File: config.mk
export PLATFORM = sky130hd
export DESIGN_NAME = tone_synth_flat
export DESIGN_NICKNAME = d
export VERILOG_FILES = /design/src/rtl/sound_pkg.sv /design/src/rtl/tone_synth_if.sv /design/src/rtl/tone_synth_osc.sv /design/src/rtl/tone_synth.sv /design/src/flat_wrapper.sv
export SDC_FILE = /design/constraint.sdc
export NUM_CORES = 1
export LEC_CHECK = 0
export CORE_UTILIZATION = 25
export CTS_BUF_LIST = sky130_fd_sc_hd__clkbuf_16
export DETAILED_ROUTE_END_ITERATION = 8
export PLACE_DENSITY = 0.48
export SLEW_MARGIN = 20
export SYNTH_ARGS = -nofsm -noshare
export SYNTH_HDL_FRONTEND = slang
export SYNTH_SLANG_ARGS = --single-unit
File: constraint.sdc
create_clock -name clk -period 13.1 [get_ports clk]
set_input_delay 2.62 -clock clk [delete_from_list [all_inputs] [get_ports clk]]
set_output_delay 2.62 -clock clk [all_outputs]
set_load 0.02 [all_outputs]
File: src/rtl/sound_pkg.sv
`default_nettype none
// ============================================================================
//  sound_pkg
//  Shared sound constants and the envelope state type for the tone path.
//  Revision: 1.0
// ============================================================================
package sound_pkg;

    typedef enum logic [1:0] {
        ST_IDLE    = 2'd0,
        ST_ATTACK  = 2'd1,
        ST_SUSTAIN = 2'd2,
        ST_RELEASE = 2'd3
    } env_state_t;

    localparam int unsigned DEF_CLK_HZ     = 50_000_000;
    localparam int unsigned DEF_SAMPLE_HZ  = 48_000;
    localparam logic [15:0] DEF_AMP_MAX    = 16'd24000;
    localparam int unsigned DEF_RAMP_STEPS = 16;

    localparam int unsigned SAMPLE_DIV = DEF_CLK_HZ / DEF_SAMPLE_HZ;
    localparam int unsigned AMP_STEP   = 32'(DEF_AMP_MAX) / DEF_RAMP_STEPS;

    localparam logic [9:0] LOSE_FREQ = 10'd950;
    localparam logic [9:0] WIN_FREQ  = 10'd500;

    localparam int unsigned ACC_W = 27;

endpackage
`default_nettype wire

File: src/rtl/tone_synth_if.sv
`default_nettype none
// ============================================================================
//  tone_synth_if
//  Tone request inputs and sample-stream handshake of the tone synthesizer.
//  Revision: 1.0
// ============================================================================
interface tone_synth_if;
    logic               enable_sound;
    logic        [9:0]  sound_freq;
    logic               sample_ready;
    logic               sample_valid;
    logic signed [15:0] sample;
    logic               busy;
    logic               overrun;

    modport master (
        output enable_sound, sound_freq, sample_ready,
        input  sample_valid, sample, busy, overrun
    );

    modport slave (
        input  enable_sound, sound_freq, sample_ready,
        output sample_valid, sample, busy, overrun
    );
endinterface
`default_nettype wire

File: src/rtl/tone_synth_osc.sv
`default_nettype none
// ============================================================================
//  square_osc
//  Phase-accumulator square oscillator with latched frequency.
//  Revision: 1.0
// ============================================================================
module square_osc
    import sound_pkg::*;
#(
    parameter int unsigned HALF_CLK = DEF_CLK_HZ / 2
) (
    input  wire logic       clk,
    input  wire logic       resetN,
    input  wire logic       load,
    input  wire logic       clear,
    input  wire logic [9:0] freq,
    output logic            polarity,
    output logic            freq_zero
);

    localparam logic [ACC_W:0] c_half = (ACC_W+1)'(HALF_CLK);

    logic [ACC_W-1:0] r_acc;
    logic [9:0]       r_freq_q;
    logic             r_pol;
    logic [ACC_W:0]   w_sum;

    assign w_sum = {1'b0, r_acc} + {{(ACC_W-9){1'b0}}, r_freq_q};

    always_ff @(posedge clk) begin
        if (!resetN) begin
            r_acc    <= '0;
            r_freq_q <= '0;
            r_pol    <= 1'b0;
        end else begin
            if (load) begin
                r_freq_q <= freq;
            end
            // acc stays below half, so a zero frequency never toggles
            if (clear) begin
                r_acc <= '0;
                r_pol <= 1'b0;
            end else if (w_sum >= c_half) begin
                r_acc <= ACC_W'(w_sum - c_half);
                r_pol <= ~r_pol;
            end else begin
                r_acc <= w_sum[ACC_W-1:0];
            end
        end
    end

    assign polarity  = r_pol;
    assign freq_zero = (r_freq_q == 10'd0);

endmodule
`default_nettype wire

File: src/rtl/tone_synth.sv
`default_nettype none
// ============================================================================
//  tone_synth
//  Square-wave tone generator with linear attack/release envelope and a
//  fixed-rate valid/ready PCM sample output.
//  Revision: 1.0
// ============================================================================
module tone_synth
    import sound_pkg::*;
#(
    parameter int unsigned CLK_HZ     = DEF_CLK_HZ,
    parameter int unsigned SAMPLE_HZ  = DEF_SAMPLE_HZ,
    parameter logic [15:0] AMP_MAX    = DEF_AMP_MAX,
    parameter int unsigned RAMP_STEPS = DEF_RAMP_STEPS
) (
    input  wire logic   clk,
    input  wire logic   resetN,
    tone_synth_if.slave snd
);

    localparam int unsigned c_div      = CLK_HZ / SAMPLE_HZ;
    localparam int unsigned c_div_w    = $clog2(c_div);
    localparam int unsigned c_lvl_w    = $clog2(RAMP_STEPS) + 1;
    localparam logic [15:0] c_amp_step = 16'(32'(AMP_MAX) / RAMP_STEPS);

    localparam logic [c_div_w-1:0] c_div_last = c_div_w'(c_div - 1);
    localparam logic [c_lvl_w-1:0] c_ramp     = c_lvl_w'(RAMP_STEPS);
    localparam logic [c_lvl_w-1:0] c_lvl_one  = c_lvl_w'(1);

    env_state_t         r_state;
    logic [c_lvl_w-1:0] r_level;
    logic               r_busy;
    logic [c_div_w-1:0] r_div;
    logic               r_valid;
    logic [15:0]        r_sample;
    logic               r_overrun;

    logic        w_tick;
    logic        w_load;
    logic        w_clear;
    logic        w_pol;
    logic        w_freq_zero;
    logic [15:0] w_amp;
    logic [15:0] w_next;

    square_osc #(
        .HALF_CLK (CLK_HZ / 2)
    ) u_osc (
        .clk       (clk),
        .resetN    (resetN),
        .load      (w_load),
        .clear     (w_clear),
        .freq      (snd.sound_freq),
        .polarity  (w_pol),
        .freq_zero (w_freq_zero)
    );

    // Frequency is relatched whenever a request (re)starts the attack
    assign w_clear = (r_state == ST_IDLE) && snd.enable_sound;
    assign w_load  = w_clear || ((r_state == ST_RELEASE) && snd.enable_sound);

    assign w_tick = (r_div == c_div_last);

    always_ff @(posedge clk) begin
        if (!resetN || w_tick) begin
            r_div <= '0;
        end else begin
            r_div <= r_div + 1'b1;
        end
    end

    always_ff @(posedge clk) begin
        if (!resetN) begin
            r_state <= ST_IDLE;
            r_level <= '0;
            r_busy  <= 1'b0;
        end else begin
            case (r_state)
                ST_IDLE: begin
                    if (snd.enable_sound) begin
                        r_state <= ST_ATTACK;
                        r_busy  <= 1'b1;
                    end
                end
                ST_ATTACK: begin
                    if (!snd.enable_sound) begin
                        r_state <= ST_RELEASE;
                    end else if (r_level >= c_ramp) begin
                        r_state <= ST_SUSTAIN;
                    end else if (w_tick) begin
                        r_level <= r_level + c_lvl_one;
                        if (r_level + c_lvl_one == c_ramp) begin
                            r_state <= ST_SUSTAIN;
                        end
                    end
                end
                ST_SUSTAIN: begin
                    if (!snd.enable_sound) begin
                        r_state <= ST_RELEASE;
                    end
                end
                ST_RELEASE: begin
                    if (snd.enable_sound) begin
                        r_state <= ST_ATTACK;
                    end else if (w_tick) begin
                        // a level of 0 or 1 finishes here so a tick-less pulse still ends
                        if (r_level <= c_lvl_one) begin
                            r_level <= '0;
                            r_state <= ST_IDLE;
                            r_busy  <= 1'b0;
                        end else begin
                            r_level <= r_level - c_lvl_one;
                        end
                    end
                end
                default: begin
                    r_state <= ST_IDLE;
                    r_level <= '0;
                    r_busy  <= 1'b0;
                end
            endcase
        end
    end

    assign w_amp  = 16'(r_level) * c_amp_step;
    assign w_next = w_freq_zero ? 16'd0 : (w_pol ? (16'd0 - w_amp) : w_amp);

    always_ff @(posedge clk) begin
        if (!resetN) begin
            r_valid   <= 1'b0;
            r_sample  <= '0;
            r_overrun <= 1'b0;
        end else if (w_tick) begin
            if (r_valid && !snd.sample_ready) begin
                r_overrun <= 1'b1;
            end else begin
                r_valid  <= 1'b1;
                r_sample <= w_next;
            end
        end else if (r_valid && snd.sample_ready) begin
            r_valid <= 1'b0;
        end
    end

    assign snd.sample_valid = r_valid;
    assign snd.sample       = $signed(r_sample);
    assign snd.busy         = r_busy;
    assign snd.overrun      = r_overrun;

endmodule
`default_nettype wire
File: src/flat_wrapper.sv
// flat-port wrapper written by rule: the top's interface ports become plain ports
module tone_synth_flat import sound_pkg::*;
#(
    parameter int unsigned CLK_HZ     = DEF_CLK_HZ,
    parameter int unsigned SAMPLE_HZ  = DEF_SAMPLE_HZ,
    parameter logic [15:0] AMP_MAX    = DEF_AMP_MAX,
    parameter int unsigned RAMP_STEPS = DEF_RAMP_STEPS
)
  (clk, resetN, snd_enable_sound, snd_sound_freq, snd_sample_ready, snd_sample_valid, snd_sample, snd_busy, snd_overrun);
  tone_synth_if snd_i ();
  input  wire logic clk;
  input  wire logic resetN;
  input wire logic [$bits(snd_i.enable_sound)-1:0] snd_enable_sound;
  input wire logic [$bits(snd_i.sound_freq)-1:0] snd_sound_freq;
  input wire logic [$bits(snd_i.sample_ready)-1:0] snd_sample_ready;
  output wire logic [$bits(snd_i.sample_valid)-1:0] snd_sample_valid;
  output wire logic [$bits(snd_i.sample)-1:0] snd_sample;
  output wire logic [$bits(snd_i.busy)-1:0] snd_busy;
  output wire logic [$bits(snd_i.overrun)-1:0] snd_overrun;
  assign snd_i.enable_sound = snd_enable_sound;
  assign snd_i.sound_freq = snd_sound_freq;
  assign snd_i.sample_ready = snd_sample_ready;
  assign snd_sample_valid = snd_i.sample_valid;
  assign snd_sample = snd_i.sample;
  assign snd_busy = snd_i.busy;
  assign snd_overrun = snd_i.overrun;
  tone_synth #(.CLK_HZ(CLK_HZ), .SAMPLE_HZ(SAMPLE_HZ), .AMP_MAX(AMP_MAX), .RAMP_STEPS(RAMP_STEPS)) u_core (.clk(clk), .resetN(resetN), .snd(snd_i));
endmodule
### Yosys cells after proc, flatten, opt, wreduce, memory -nomap -nowiden

Index checks and enable logic that the tools add are counted.

| word-level totals | value |
|---|---|
| bits in registers | 75 |
| output and inout bits | 19 |
| word-level logic and storage cells | 89 |

| cells by class | value |
|---|---|
| add/subtract/negate cells | 6 |
| multipliers | 1 |
| $lt $le $gt $ge | 3 |
| equality and inequality tests | 18 |
| multiplexer cells | 28 |
| bitwise logic cells | 3 |
| reduce and logical (&&, ||, !) cells | 20 |

Operators by type and width:

| operator | count |
|---|---|
| 2-to-1 mux 16 bit | 2 |
| 2-to-1 mux 5 bit | 6 |
| adder 27 x 10 -> 28 bit | 1 |
| greater-or-equal comparator 28 x 25 -> 1 bit (second input constant) | 1 |
| 2-to-1 mux 27 bit | 1 |
| subtractor 27 x 25 -> 27 bit (second input constant) | 1 |
| 2-to-1 mux 2 bit | 9 |
| subtractor 1 x 16 -> 16 bit (first input constant) | 1 |
| multiplier 5 x 9 -> 14 bit (second input constant) | 1 |
| != test 2 bit (second input constant) | 7 |
| AND reduction 6 bit | 2 |
| adder 11 x 1 -> 11 bit (second input constant) | 1 |
| == test 11 bit (second input constant) | 1 |
| logical NOT 10 bit | 1 |
| case mux 5 bit (2 select lines) | 1 |
| != test 4 x 2 -> 1 bit (second input constant) | 2 |
| case mux 2 bit (4 select lines) | 1 |
| 2-to-1 mux 1 bit | 7 |
| AND reduction 2 bit | 3 |
| nonzero test 2 bit | 3 |
| adder 5 x 1 -> 5 bit (second input constant) | 1 |
| == test 5 bit (second input constant) | 1 |
| greater-or-equal comparator 5 bit (second input constant) | 1 |
| <= comparator 5 x 1 -> 1 bit (second input constant) | 1 |
| other kinds (14) | 23 |

### Longest topological paths before layout

Gate-level depths: netlist (run 1).

| depth | value |
|---|---|
| word-level depth | 7 |
| depth in mapped cells | 17 |

### Cells and area by module

From an unflattened synthesis (run 1), not the netlist that was laid out.

| second synthesis, totals | value |
|---|---|
| cell total of the unflattened synthesis | 713 |
| area, all modules | 5940.7 um^2 |

Modules (own cells, without submodules):

| module | times used | cells an instance | area an instance (um^2) | seq. area each (um^2) |
|---|---|---|---|---|
| square_osc | 1 | 378 | 3083.0 | 760.7 |
| tone_synth | 1 | 335 | 2857.7 | 700.7 |

### Worst setup path before layout (run 1)

No wires, ideal clock.

| timing path | value |
|---|---|
| kind | reg-to-reg |
| from | register u_core.r_level[3] |
| to | register u_core.r_sample[15], in the netlist u_core.snd.sample[15] |
| arrival | 3.976 ns |
| slack | 8.996 ns |
| stages on the path, launching flop included | 16 |
| path buffers | 0 |
| clock period less this slack | 4.104 ns |
| cell sequence | dfxtp_1 inv_1 ha_1 fa_1 fa_1 ha_1 o21ai_0 a21boi_0 nor2_1 or3b_2 or2_2 nor4_1 a31oi_1 xnor2_1 a22oi_1 nor2_1 |

| on the way | value |
|---|---|
| word-level cells in the longest chain between the ends | 4 |

RTL lines:

| what | line | RTL |
|---|---|---|
| start: declaration | tone_synth.sv:31 | `logic [c_lvl_w-1:0] r_level;` |
| start signal: assignment | tone_synth.sv:91 | `r_level <= r_level + c_lvl_one;` |
| start signal: assignment | tone_synth.sv:112 | `r_level <= r_level - c_lvl_one;` |
| multiplier 5 x 9 -> 14 bit * | tone_synth.sv:125 | `assign w_amp = 16'(r_level) * c_amp_step;` |
| subtractor 1 x 16 -> 16 bit | tone_synth.sv:126 | `assign w_next = w_freq_zero ? 16'd0 : (w_pol ? (16'd0 - w_amp) : w_amp);` |
| 2-to-1 mux 16 bit * (2 in series) | tone_synth.sv:126 |  |
| end signal: assignment | tone_synth.sv:138 | `r_sample <= w_next;` |
| end: declaration | tone_synth.sv:35 | `logic [15:0] r_sample;` |

Mark *: on every way between the ends. The rest lies on a longest branch, timed or not.
A chain may end at the register's enable or synchronous reset.

### Worst setup path in the final report (run 1)

| timing path | value |
|---|---|
| from | input port snd_enable_sound |
| to | register u_core.r_level[2] |

| on the way | value |
|---|---|
| word-level cells in the longest chain between the ends | 2 |

RTL lines:

| what | line | RTL |
|---|---|---|
| start: declaration | flat_wrapper.sv:13 | `input wire logic [$bits(snd_i.enable_sound)-1:0] snd_enable_sound;` |
| != test 2 bit (no source line) | - |  |
| AND reduction 6 bit (no source line) * | - |  |

Marks and branches as above.

==> results of run 1 <==
power breakdown:
group	internal [µW]	leakage, µW	switching, µW
clock	186	0.000160	104
sequential	253	0.000592	33.8
combinational	133	0.00185	208
per-layer routing:
| layer | wire length [µm] | vias to the layer above |
|---|---|---|
| li1 | - | 2517 |
| met2 | 6590 | 57 |
| met5 | 0 | - |
| met4 | 156 | 0 |
| met1 | 7030 | 2326 |
| met3 | 315 | 13 |
cells by family (layout without fill, tap and decap cells):
| group | after synthesis | count (layout) | share of synthesized area, % |
|---|---|---|---|
| adders and majority gates | 62 | 62 | 15.0 |
| DFF | 73 | 73 | 25.7 |
| buffers and inverters | 63 | 88 | 4.77 |
| muxes | 13 | 13 | 2.31 |
| xor gates and xnor gates | 62 | 62 | 9.55 |
| other | 1 | 2 | 0.0659 |
| AOI/OAI and AO/OA | 152 | 152 | 19.2 |
| and+or+nand+nor | 265 | 265 | 23.4 |
state kept, by name, indices dropped and copies added (netlist names):
name	count
u_core.snd.sample	14
u_core.u_osc.polarity	1
u_core.r_level	5
u_core.snd.sample_valid	1
u_core.snd.busy	1
u_core.r_state	2
u_core.snd.overrun	1
u_core.u_osc.r_acc	27
u_core.u_osc.r_freq_q	10
u_core.r_div	11
layout make-up:
| class | instances | area share (%) |
|---|---|---|
| multi-input cells | 556 | 60.3 |
| well taps | 280 | 5.32 |
| inverters | 40 | 2.28 |
| clock buffers | 9 | 3.42 |
| repair buffers | 32 | 4.78 |
| flip-flops and latches | 73 | 22.2 |
| clock inverters | 7 | 1.78 |
worst min-delay path, stage by stage, from the launching register on:
cell and delay [ns]:
dfxtp_1 0.33, nor2_1 0.05, nor2_1 0.07
worst max-delay path by stage:
stage	from	to	slack, ns	cells after the start
6_report	snd_enable_sound	u_core.r_level[2]	8.40	6
5_1_grt	u_core.r_level[3]	u_core.snd.sample[15]	8.08	15
4_1_cts	u_core.r_level[3]	u_core.snd.sample[15]	8.45	15
3_5_place_dp	snd_enable_sound	u_core.r_level[2]	8.08	6
3_3_place_gp	snd_enable_sound	u_core.r_level[2]	8.12	6
2_1_floorplan	u_core.r_level[3]	u_core.snd.sample[15]	9.00	15
through the flow:
step,hold slack (ns),total power (µW)
final,0.477,917
after CTS,0.481,928
after global placement,0.457,631
after detailed placement,0.469,631
after global routing,0.495,980
after floorplan,0.461,552
cell usage after synthesis, types with 3 or more instances:
master,count
a31oi_1,5
nor3_1,15
or3_1,3
ha_1,52
nand2b_1,7
buf_2,4
nor3b_1,7
nor4_1,13
and2_1,6
a21o_1,6
mux2i_1,12
and3_1,15
buf_4,4
nand3_1,25
a22oi_1,16
xnor2_1,37
nand4b_1,3
nand4_1,7
dfxtp_1,73
nand3b_1,5
xor2_1,25
nand2_1,52
o22ai_1,5
o211ai_1,4
clkbuf_1,12
o21ai_0,16
a211oi_1,5
o31ai_1,3
nor2b_1,7
o2111ai_1,3
or2_2,5
o21a_1,5
fa_1,10
a31o_2,3
inv_1,40
nor2_1,83
o31a_1,3
a21oi_1,44
==> impl_metrics.toml, run 1 <==
[placement]
placed_area_mm2 = 0.00625
hpwlAfterDp_um = 10600
gp_congestion = 0.796
post-place-cells = 981
port_buffers = 30
pre_cts_ws_ns = 8.08

[finish]
fin_area_mm2 = 0.00659
finish.utilization_pct = 29.8
multiInputGateArea_mm2 = 0.00397
fin_nets = 788
layout_common_cells = "nor2_1 (83), dfxtp_1 (73), nand2_1 (52), ha_1 (52), a21oi_1 (44)"
layout_commonest_cell = "nor2_1"
fill_cells = 2330
diodes = 0
drive_gt1_share_pct = 6.42
finalNonFillerCells = 997
regArea_mm2 = 0.00146
synthToLayoutAreaGrowth_pct = 15.9

[clock_tree]
clk_path_buf_depth = 2
cts_sinks = 73
holdBufCountCts = 0
cts_made_buffers = 9
postCtsSetupBuffers = 0
cts_root_buf = "clkbuf_16"
cts_tree = "built"
insertion_delay_ns = 0.34
cts.repair.resized = 0
clk_pin_slew_worst_paths_ns = 0.06
cts.htree.levels = 3

[sta]
worst_pin_slew_ns = 1.06
fmax_mhz = 213
hold_viol_final = 0
timing.final.crit_share_pct = 35.9
rsz0062_at_grt = "false"
min_period_ns = 4.70
setup_viol = 0
worst_slack_ns = 8.40
tns_ns = 0
fin_skew_ns = 0.00786
relSlewSlack_pct = 29.0
slew_viol_final = 0

[run]
maxCapViolations = 0

[worst_hold_path]
hold_path.startpoint = "u_core.snd.overrun"
hold_class = "flip-flop to flip-flop"
hold_end = "u_core.snd.overrun"
min_path_cells = 2

[synthesis]
yosysSeqAreaShare_pct = 25.7
ys.flop_type = "dfxtp_1"
ys_types = 79
async_reset_ff_share_pct = 0
synth_area_mm2 = 0.00569
synth_edf_count = 0
ys_ff_latch = 73
yosys.area.top_type = "dfxtp_1"
synth_area_leaders = "dfxtp_1 (26%), ha_1 (11%), xnor2_1 (5.7%), nor2_1 (5.5%), a21oi_1 (3.9%)"
avgSynthCellArea_um2 = 8.23
ys_warn_count = 0
synthCells = 691
synth_top_area_share_pct = 25.7

[floorplan]
std_cell_rows = 54
initial_core_util_pct = 25.7
dieArea_mm2 = 0.0234
chipWidth_um = 153
pin_count = 33
fp.dieH_um = 153
core_mm2 = 0.0221

[setup_path]
cp_top_family = "simple AND/OR/NAND/NOR gates"
r2r-end = "u_core.snd.sample[15]"
cp_max_fo = 10
worst-path-buf-inv = 1
cp-start-kind = "input port"
cp-end-kind = "flip-flop"
critPathKind = "input port to flip-flop"
cp.arrival_ns = 4.90
r2r_setup_slack_ns = 8.51
crit_required_ns = 13.29
path_cells = "clkdlybuf4s50_1 > mux2_2 > nor3b_1 > o221ai_1 > nand2_1 > a21oi_1"
critPathSlowestCell = "nor3b_1"
r2r_start = "u_core.r_level[3]"
ff2ff_path_depth = 15
critical_path.max_stage_delay_ns = 0.85

[grt]
antenna_found_initial = 0
grt_usage_pct = 12.4
grt_max_degree = 34
grt_pass1_wl_um = 23700
grt_pass1_vias = 4723
grtUsageMet3_pct = 2.27
met1_usage_pct = 16.5
grt.overflow.total = 0
gr-usage-met2_pct = 20.3
grt.busiest_layer = "met2"

[power_and_ir_drop]
p_per_area_mw_per_mm2 = 139
p_leak_uw = 0.00260
peakVddDrop_mv = 0.0627

[drt]
drt_first_pass_iters = 7
vias_per_cell = 4.93
wl_um = 14100
num_vias = 4913
drc = 0
routedWlPerCell_um = 14.1
drtIter0Drc = 312
antenna_left = 0

[outcome]
status = "completed"
No activity file was read; power rests on OpenSTA's default activity.
==> inputs of run 2 (changes only) <==
--- a/config.mk
+++ b/config.mk
@@ -8,7 +8,7 @@
 export CORE_UTILIZATION = 25
 export CTS_BUF_LIST = sky130_fd_sc_hd__clkbuf_16
 export DETAILED_ROUTE_END_ITERATION = 8
-export PLACE_DENSITY = 0.48
+export PLACE_DENSITY = 0.49
 export SLEW_MARGIN = 20
 export SYNTH_ARGS = -nofsm -noshare
 export SYNTH_HDL_FRONTEND = slang
==> constraint.sdc (replaced) <==
create_clock -name clk -period 4.18 [get_ports clk]
set_input_delay 0.836 -clock clk [delete_from_list [all_inputs] [get_ports clk]]
set_output_delay 0.836 -clock clk [all_outputs]
set_load 0.02 [all_outputs]
==> run 2 against run 1 <==
  * Clock skew fell by 0.00060 ns
  * Cell area rose by 3.5%
  * Wire length rose by 1.1%
  * Flip-flop and latch count did not move
==> impl_metrics.toml, run 2 (same netlist as run 1, synthesis figures left out) <==
[outcome]
status = "completed"

[sta]
worst_slack_ns = 0.156
rsz0062_at_grt = "true"
fmax_mhz = 249
timing.final.crit_share_pct = 96.3
hold_viol_final = 0
min_period_ns = 4.02
relSlewSlack_pct = 51.1
tns_ns = 0
slew_viol_final = 0
worst_pin_slew_ns = 0.721
fin_skew_ns = 0.00726
setup_viol = 0

[grt]
antenna_found_initial = 0
grt_max_degree = 33
grt.overflow.total = 0
grt_pass1_vias = 4883
grt_pass1_wl_um = 24500
grt_usage_pct = 12.9

[placement]
pre_cts_ws_ns = -0.0623
port_buffers = 30
placed_area_mm2 = 0.00645
gp_congestion = 0.825
hpwlAfterDp_um = 11000

[worst_hold_path]
hold_class = "flip-flop to flip-flop"

[setup_path]
cp.arrival_ns = 4.25
worst-path-buf-inv = 3
cp_max_fo = 4
critPathKind = "flip-flop to flip-flop"
cp-end-kind = "flip-flop"
path_cells = "buf_4 > ha_1 > inv_1 > fa_1 > inv_1 > fa_1 > ha_1 > a21boi_1 > nor2_1 > or3b_2 > or2_2 > nor4_2 > a31oi_1 > xnor2_1 > a22oi_1 > nor2_1"
critical_path.max_stage_delay_ns = 0.50
cp_top_family = "adder cells"
crit_required_ns = 4.41
cp-start-kind = "flip-flop"
critPathSlowestCell = "fa_1"

[finish]
synthToLayoutAreaGrowth_pct = 20.0
regMostFlops = "u_core.u_osc.r_acc"
multiInputGateArea_mm2 = 0.00404
fill_cells = 2363
layout_common_cells = "nor2_1 (83), dfxtp_1 (70), nand2_1 (51), ha_1 (51), a21oi_1 (43)"
fin_nets = 816
layout_commonest_cell = "nor2_1"
diodes = 0
regArea_mm2 = 0.00147
drive_gt1_share_pct = 11.8
fin_area_mm2 = 0.00683
largest_reg_flops = 27

[run]
maxCapViolations = 0

[clock_tree]
insertion_delay_ns = 0.35
holdBufCountCts = 0
postCtsSetupBuffers = 0
cts.htree.levels = 3
cts_sinks = 73
cts_tree = "built"
clk_pin_slew_worst_paths_ns = 0.06
cts_made_buffers = 9
clk_path_buf_depth = 2
cts_root_buf = "clkbuf_16"

[floorplan]
pin_count = 33
chipWidth_um = 153
initial_core_util_pct = 25.7
core_mm2 = 0.0221
dieArea_mm2 = 0.0234
fp.dieH_um = 153
std_cell_rows = 54

[drt]
vias_per_cell = 4.78
drt_first_pass_iters = 4
drtIter0Drc = 247
drc = 0
wl_um = 14200
num_vias = 4897
routedWlPerCell_um = 13.9
antenna_left = 0

[power_and_ir_drop]
peakVddDrop_mv = 0.193
fin_total_pwr_uw = 2780
p_leak_uw = 0.00273
p_per_area_mw_per_mm2 = 407
-- run 2: cell count changes in the layout (fill, tap and decap cells not counted), sizes merged --
cell,delta
buf,+28
bufinv,-2
clkinv,+2
-- run 2: report_power, final --
group	internal [µW]	total [µW]	switching [µW]	leakage (µW)
Combinational	447	1100	651	0.00200
Sequential	791	897	106	0.000594
Clock	461	782	321	0.000139
Total	1700	2780	1080	0.00273
-- run 2: path summary, 6_finish.rpt --
check | slack, ns | startpoint | end | cells past startpoint
setup / recovery | 0.16 | u_core.r_level[2] | u_core.snd.sample[15] | 16
hold / removal | 0.48 | u_core.snd.overrun | u_core.snd.overrun | 2
setup reg to reg | 0.16 | u_core.r_level[2] | u_core.snd.sample[15] | 16
hold reg to reg | 0.48 | u_core.snd.overrun | u_core.snd.overrun | 2
-- run 2: timing repair --
| action | CTS | global route |
|---|---|---|
| hold endpoints to repair | 0 | 0 |
| resized for setup | 2 | 19 |
| cloned | 0 | 0 |
| pin swaps | 0 | 7 |
| setup endpoints to repair | 3 | 14 |
-- run 2: worst reg2reg max path, stage by stage (launching register included) --
cell,delay (ns)
dfxtp_2,0.34
buf_4,0.15
ha_1,0.29
inv_1,0.06
fa_1,0.50
inv_1,0.05
fa_1,0.43
ha_1,0.35
a21boi_1,0.21
nor2_1,0.08
or3b_2,0.47
or2_2,0.30
nor4_2,0.17
a31oi_1,0.15
xnor2_1,0.15
a22oi_1,0.16
nor2_1,0.05
-- run 2: layout make-up --
| type | count | area share, % |
|---|---|---|
| clock inverter | 7 | 1.04 |
| inverter | 40 | 2.20 |
| timing repair buffer | 60 | 7.70 |
| sequential | 73 | 21.5 |
| tap | 280 | 5.13 |
| clock buffer | 9 | 3.30 |
| multi-input combinational | 556 | 59.1 |
-- run 2: stage by stage --
step	utilization, %	hold WS, ns	instances
finish	30.9	0.480	1025
global route	30.9	0.517	1025
CTS	30.6	0.485	1025
detailed placement	29.2	0.468	1009
global placement	29.2	0.462	1009
floorplan	-	0.461	692
-- run 2: metal layers --
metal	routed length [µm]	share of wire (%)	track usage, %	up-vias
met5	0	0	0	-
met4	153	1.1	3.27	0
met3	289	2.0	2.64	12
met2	6690	47	21.2	35
met1	7100	50	17.1	2286
li1	-	-	-	2564
